--- src/rtl/data_memory_banked.sv ---
// Row-organised little-endian data memory for the MEM stage: sized loads/stores
// with a valid/ready request, registered response, row-crossing split and range fault.
module data_memory_banked #(
  parameter int XLEN        = 64,
  parameter int DEPTH_BYTES = 64,
  parameter int ROW_AW      = $clog2(DEPTH_BYTES / (XLEN / 8))
) (
  input  logic              clk,
  input  logic              reset,
  input  logic              req_valid,
  output logic              req_ready,
  input  logic              req_write,
  input  logic [1:0]        req_size,
  input  logic              req_unsigned,
  input  logic [XLEN-1:0]   req_addr,
  input  logic [XLEN-1:0]   req_wdata,
  output logic              resp_valid,
  output logic [XLEN-1:0]   resp_rdata,
  output logic              resp_fault,
  input  logic [ROW_AW-1:0] dbg_row,
  output logic [XLEN-1:0]   dbg_word
);

  localparam int ROW_BYTES = XLEN / 8;
  localparam int OFFW      = $clog2(ROW_BYTES);
  localparam int NUM_ROWS  = DEPTH_BYTES / ROW_BYTES;
  localparam int AW1       = XLEN + 1;

  typedef enum logic {IDLE, SPLIT} state_e;

  state_e              state_q, state_d;
  logic [XLEN-1:0]     mem_q [NUM_ROWS];
  logic                resp_valid_q, resp_valid_d;
  logic                resp_fault_q, resp_fault_d;
  logic [XLEN-1:0]     resp_rdata_q, resp_rdata_d;

  // Second-row context captured when a split access is accepted
  logic [ROW_AW-1:0]   hold_row_q;
  logic                hold_write_q;
  logic [OFFW-1:0]     hold_off_q;
  logic [1:0]          hold_size_q;
  logic                hold_unsigned_q;
  logic [ROW_BYTES-1:0] hold_mask_q;
  logic [XLEN-1:0]     hold_wdata_q;
  logic [XLEN-1:0]     lo_data_q;

  logic [OFFW-1:0]        req_off;
  logic [ROW_AW-1:0]      req_row;
  logic [3:0]             n_bytes;
  logic [AW1-1:0]         last_addr;
  logic [4:0]             span;
  logic                   req_fault, req_split, accept, capture;
  logic [ROW_BYTES-1:0]   size_mask;
  logic [2*ROW_BYTES-1:0] win_mask;
  logic [2*XLEN-1:0]      win_wdata;

  logic                   in_split;
  logic [ROW_AW-1:0]      acc_row;
  logic [XLEN-1:0]        rd_row;
  logic [OFFW-1:0]        ld_off;
  logic [1:0]             ld_size;
  logic                   ld_uns;
  logic [2*XLEN-1:0]      ld_win;
  logic [XLEN-1:0]        ld_raw, ld_ext;

  logic                   wr_en;
  logic [ROW_AW-1:0]      wr_row;
  logic [ROW_BYTES-1:0]   wr_mask;
  logic [XLEN-1:0]        wr_data;

  function automatic logic [XLEN-1:0] extend(input logic [XLEN-1:0] raw,
                                             input logic [1:0] size,
                                             input logic uns);
    int unsigned     nbits;
    logic [XLEN-1:0] keep;
    logic            sbit;
    nbits = 32'd8 << size;
    if (nbits >= XLEN) return raw;
    keep = ~({XLEN{1'b1}} << nbits);
    sbit = !uns && (|(raw & (XLEN'(1) << (nbits - 1))));
    return (raw & keep) | (sbit ? ~keep : '0);
  endfunction

  always_comb begin
    req_off   = req_addr[OFFW-1:0];
    req_row   = req_addr[OFFW +: ROW_AW];
    n_bytes   = 4'd1 << req_size;
    // Extra top bit makes an address that wraps past 2^XLEN land out of range
    last_addr = {1'b0, req_addr} + AW1'(n_bytes) - AW1'(1);
    req_fault = (last_addr >= AW1'(DEPTH_BYTES)) || ((XLEN == 32) && (req_size == 2'd3));
    span      = 5'(req_off) + 5'(n_bytes);
    req_split = span > 5'(ROW_BYTES);
    size_mask = '0;
    for (int unsigned i = 0; i < ROW_BYTES; i++) begin
      if (i < 32'(n_bytes)) size_mask[i] = 1'b1;
    end
    win_mask  = {{ROW_BYTES{1'b0}}, size_mask} << req_off;
    win_wdata = {{XLEN{1'b0}}, req_wdata} << {req_off, 3'b000};
    accept    = req_valid && (state_q == IDLE);
    capture   = accept && !req_fault && req_split;
  end

  always_comb begin
    in_split = (state_q == SPLIT);
    acc_row  = in_split ? hold_row_q : req_row;
    rd_row   = mem_q[acc_row];
    ld_off   = in_split ? hold_off_q : req_off;
    ld_size  = in_split ? hold_size_q : req_size;
    ld_uns   = in_split ? hold_unsigned_q : req_unsigned;
    // Two-row window: low row captured in the first cycle, high row read now
    ld_win   = in_split ? {rd_row, lo_data_q} : {{XLEN{1'b0}}, rd_row};
    ld_raw   = XLEN'(ld_win >> {ld_off, 3'b000});
    ld_ext   = extend(ld_raw, ld_size, ld_uns);

    wr_en   = in_split ? hold_write_q : (accept && req_write && !req_fault);
    wr_row  = in_split ? hold_row_q   : req_row;
    wr_mask = in_split ? hold_mask_q  : win_mask[ROW_BYTES-1:0];
    wr_data = in_split ? hold_wdata_q : win_wdata[XLEN-1:0];
  end

  always_comb begin
    state_d      = state_q;
    resp_valid_d = 1'b0;
    resp_fault_d = 1'b0;
    resp_rdata_d = '0;
    unique case (state_q)
      IDLE: begin
        if (accept) begin
          if (req_fault) begin
            resp_valid_d = 1'b1;
            resp_fault_d = 1'b1;
          end else if (req_split) begin
            state_d = SPLIT;
          end else begin
            resp_valid_d = 1'b1;
            resp_rdata_d = req_write ? '0 : ld_ext;
          end
        end
      end
      SPLIT: begin
        state_d      = IDLE;
        resp_valid_d = 1'b1;
        resp_rdata_d = hold_write_q ? '0 : ld_ext;
      end
      default: state_d = IDLE;
    endcase
  end

  always_ff @(posedge clk or posedge reset) begin
    if (reset) begin
      state_q         <= IDLE;
      resp_valid_q    <= 1'b0;
      resp_fault_q    <= 1'b0;
      resp_rdata_q    <= '0;
      hold_row_q      <= '0;
      hold_write_q    <= 1'b0;
      hold_off_q      <= '0;
      hold_size_q     <= '0;
      hold_unsigned_q <= 1'b0;
      hold_mask_q     <= '0;
      hold_wdata_q    <= '0;
      lo_data_q       <= '0;
      for (int unsigned r = 0; r < NUM_ROWS; r++) mem_q[r] <= '0;
    end else begin
      state_q      <= state_d;
      resp_valid_q <= resp_valid_d;
      resp_fault_q <= resp_fault_d;
      resp_rdata_q <= resp_rdata_d;
      if (capture) begin
        hold_row_q      <= req_row + ROW_AW'(1);
        hold_write_q    <= req_write;
        hold_off_q      <= req_off;
        hold_size_q     <= req_size;
        hold_unsigned_q <= req_unsigned;
        hold_mask_q     <= win_mask[2*ROW_BYTES-1:ROW_BYTES];
        hold_wdata_q    <= win_wdata[2*XLEN-1:XLEN];
        lo_data_q       <= rd_row;
      end
      for (int unsigned b = 0; b < ROW_BYTES; b++) begin
        if (wr_en && wr_mask[b]) mem_q[wr_row][8*b +: 8] <= wr_data[8*b +: 8];
      end
    end
  end

  assign req_ready  = (state_q == IDLE);
  assign resp_valid = resp_valid_q;
  assign resp_fault = resp_fault_q;
  assign resp_rdata = resp_rdata_q;
  assign dbg_word   = mem_q[dbg_row];

endmodule
--- config.mk ---
export PLATFORM = sky130hd
export DESIGN_NAME = data_memory_banked
export DESIGN_NICKNAME = d
export VERILOG_FILES = /design/src/rtl/data_memory_banked.sv
export SDC_FILE = /design/constraint.sdc
export NUM_CORES = 2
export LEC_CHECK = 0
export BUFFER_PORTS_ARGS = -buffer_cell sky130_fd_sc_hd__buf_2
export CAP_MARGIN = 20
export CORE_MARGIN = 2
export CORE_UTILIZATION = 47
export CTS_BUF_LIST = sky130_fd_sc_hd__clkbuf_4 sky130_fd_sc_hd__clkbuf_8
export DETAILED_ROUTE_END_ITERATION = 12
export REMOVE_ABC_BUFFERS = 1
export SETUP_SLACK_MARGIN = 0.15
export SYNTH_ARGS = -nofsm -noshare
export SYNTH_HDL_FRONTEND = slang
export SYNTH_SLANG_ARGS = --single-unit
--- constraint.sdc ---
create_clock -name clk -period 58.4 [get_ports clk]
set_clock_uncertainty 0.15 [all_clocks]
set_input_delay 5.84 -clock clk [delete_from_list [all_inputs] [get_ports clk]]
set_output_delay 5.84 -clock clk [all_outputs]
set_load 0.05 [all_outputs]
==> results.py <==
metrics = {
    "timing": {
        "finalSetupTns_ns": 0,
        "relSlewSlack_pct": 21.8,
        "finalHoldViolations": 0,
        "maxSlewViolCount": 0,
        "fmax_ghz": 0.0689,
        "period_needed_ns": 14.51,
        "setup_violations": 0,
        "post-route-period-util_pct": 24.8,
        "rsz0062_at_grt": "no",
        "holdWs_ns": 0.343,
        "worst_slew_pin_slew_ns": 1.17,
    },
    "setup_path": {
        "cp-end-kind": "primary output",
        "crit_chain": "clkbuf_8 -> buf_4 -> mux4_2 -> mux2_2 -> buf_2",
        "cp_max_fo": 54,
        "critical_path.max_stage_delay_ns": 0.81,
        "crit_buf_inv": 3,
        "cp-start-kind": "primary input",
        "cp_data_arrival_time_ns": 8.52,
        "setup.worst_path.class": "primary input to primary output",
        "crit_slowest_cell": "buf_4",
        "worstPathRequired_ns": 52.41,
        "critPathTopFamily": "buffers and inverters",
    },
    "detailed_routing": {
        "wl_per_cell_um": 30.3,
        "drtAntennaViolNets": 0,
        "wl_mm": 185,
        "drc": 0,
        "drt_iter0_markers": 5303,
        "drtPass1Iterations": 8,
        "dr_total_vias": 41800,
        "vias_per_cell": 6.84,
    },
    "pwr": {
        "intPower_uw": 890,
        "cellPowerDensity_nw_per_um2": 24.6,
        "p_switching_uw": 406,
        "p_leak_nw": 24.2,
        "ir_drop_mv": 0.0153,
        "p_comb_share_pct": 19.0,
        "clockPowerShare_pct": 40.9,
        "p_seq_share_pct": 40.2,
        "swShare_pct": 31.3,
    },
    "synth": {
        "synth_warnings": 0,
        "synth-seq-area-share_pct": 38.0,
        "synth_area_leaders": "dfrtp_1, mux4_2, mux2_2",
        "synth_seq_cells": 716,
        "syn-instance-count": 4502,
        "avgSynthCellArea_um2": 10.5,
        "async_flop_share_pct": 100,
        "synth_edf_count": 0,
        "yosysTopAreaCell": "dfrtp_1",
        "synth_top_area_share_pct": 38.0,
        "yosys_most_used_dff": "dfrtp_1",
        "synth.distinct_cells": 103,
        "syn_area_um2": 47200,
    },
    "cts": {
        "cts_tree": "built",
        "cts_root_buf": "clkbuf_8",
        "clock_sinks": 716,
        "postCtsSetupBuffers": 0,
        "cts_hold_buf": 0,
        "clock_latency_ns": 0.84,
        "numCtsBuffers": 130,
        "cts_buffer_depth": 3,
        "htreeDepth": 4,
        "path_clk_slew_ns": 0.06,
        "cts_resized": 0,
    },
    "global_route": {
        "grt_pass1_wl_mm": 273,
        "grt_max_degree": 145,
        "grt_usage_pct": 35.6,
        "grt_pass1_vias": 40500,
        "grt-ovfl-total": 0,
        "antenna_found_initial": 61,
    },
    "floorplan": {
        "die_w_um": 321,
        "dieArea_um2": 103000,
        "die_h_um": 321,
        "top_level_ports": 269,
        "coreArea_um2": 99700,
        "start_util_pct": 47.3,
        "placementRows": 116,
    },
    "placement": {
        "dp_hpwl_mm": 128,
        "gp_congestion": 0.961,
        "io_buffers": 268,
    },
    "outcome": {
        "status": "finished clean",
    },
    "final_layout": {
        "drive_gt1_share_pct": 25.5,
        "num-fill-cells": 8978,
        "area_growth_pct": 11.7,
        "final_cell_mix": "dfrtp_1, nand2_1, nor2_1",
        "final_common_cell": "dfrtp_1",
        "final_net_count": 4885,
    },
    "run": {
        "drv_cap": 0,
    },
    "hold_path": {
        "worstHoldPathType": "register to register",
    },
}
## final cells by class
class | instances | area (um2) | share of cell area, %
Inverter | 163 | 621 | 1.18
Antenna cell | 38 | 95.1 | 0.180
Tap cell | 1298 | 1620 | 3.08
Multi-Input combinational cell | 3283 | 27300 | 51.8
Clock inverter | 28 | 333 | 0.632
Sequential cell | 716 | 17900 | 34.0
Timing Repair Buffer | 379 | 2260 | 4.28
Clock buffer | 200 | 2530 | 4.80
## synth_stat cells, drive strengths merged (29+ instances only)
library cell and instances:
o32a 129, a22o 44, a222oi 29, nand2 357, nand3 45, dfrtp 716, clkbuf 209, a22oi 188
mux2i 222, a211oi 50, nand4 54, ha 72, inv 162, o21ai 184, buf 131, and3 35
a221oi 37, a21oi 246, o211ai 29, nor3 80, mux4 169, nor2 372, mux2 311, a2bb2oi 195
o22ai 38
## logic make-up after synthesis
logic type | count (synthesis) | share of synthesized area [%]
mux | 702 | 20.7
simple gates | 1080 | 11.9
flops | 716 | 38.0
fa+ha+maj | 76 | 2.04
compound gates | 1392 | 22.2
xor+xnor | 33 | 0.613
buf+inv | 503 | 4.52
## path summary, 6_finish.rpt
check,startpoint,endpoint,slack [ns],cells past startpoint
worst max-delay path,dbg_row[0],dbg_word[12],43.89,5
worst min register to register,hold_wdata_q[49]$_DFFE_PP0P_,hold_wdata_q[49]$_DFFE_PP0P_,0.34,1
worst min-delay path,hold_wdata_q[49]$_DFFE_PP0P_,hold_wdata_q[49]$_DFFE_PP0P_,0.34,1
min in group asynchronous,reset,mem_q[209]$_DFFE_PP0P_,4.97,2
max in group asynchronous,reset,mem_q[108]$_DFFE_PP0P_,50.28,6
worst max register to register,in_split$_DFF_PP0_,resp_rdata[16]$_DFF_PP0_,52.55,15
## through the flow
step	util (%)	setup slack, ns	power [mW]	cell area [um2]	instances
2_1_floorplan	-	32.33	0.678	45600	4162
5_1_grt	52.8	43.80	1.34	52600	6088
4_1_cts	52.7	43.94	1.30	52500	6062
6_report	52.8	43.89	1.30	52700	6105
3_5_place_dp	49.8	43.95	0.769	49700	5834
3_3_place_gp	49.8	43.96	0.767	49600	5831
## routing by layer
| layer | up-vias | part of all wire (%) | track usage (%) |
|---|---|---|---|
| met5 | - | 0.096 | 0 |
| met4 | 30 | 5.4 | 19.1 |
| met3 | 519 | 11 | 9.26 |
| met2 | 2461 | 44 | 53.6 |
| met1 | 20900 | 39 | 47.2 |
| li1 | 17900 | - | - |
## flip-flops by register name (all words and copies together) (netlist names)
name             flops
mem_q              512
lo_data_q           64
resp_rdata          64
hold_wdata_q        56
hold_mask_q          7
hold_off_q           3
hold_row_q           3
hold_size_q          2
hold_unsigned_q      1
hold_write_q         1
in_split             1
resp_fault           1
resp_valid           1
## power groups by stage
| stage | logic, mW | registers [mW] | clock network (mW) |
|---|---|---|---|
| after floorplan | 0.152 | 0.526 | 0 |
| after global placement | 0.239 | 0.529 | 0 |
| after detailed placement | 0.240 | 0.529 | 0 |
| after CTS | 0.241 | 0.520 | 0.535 |
| after global routing | 0.261 | 0.521 | 0.556 |
| final | 0.246 | 0.520 | 0.530 |
No activity file was read; power rests on OpenSTA's default activity.
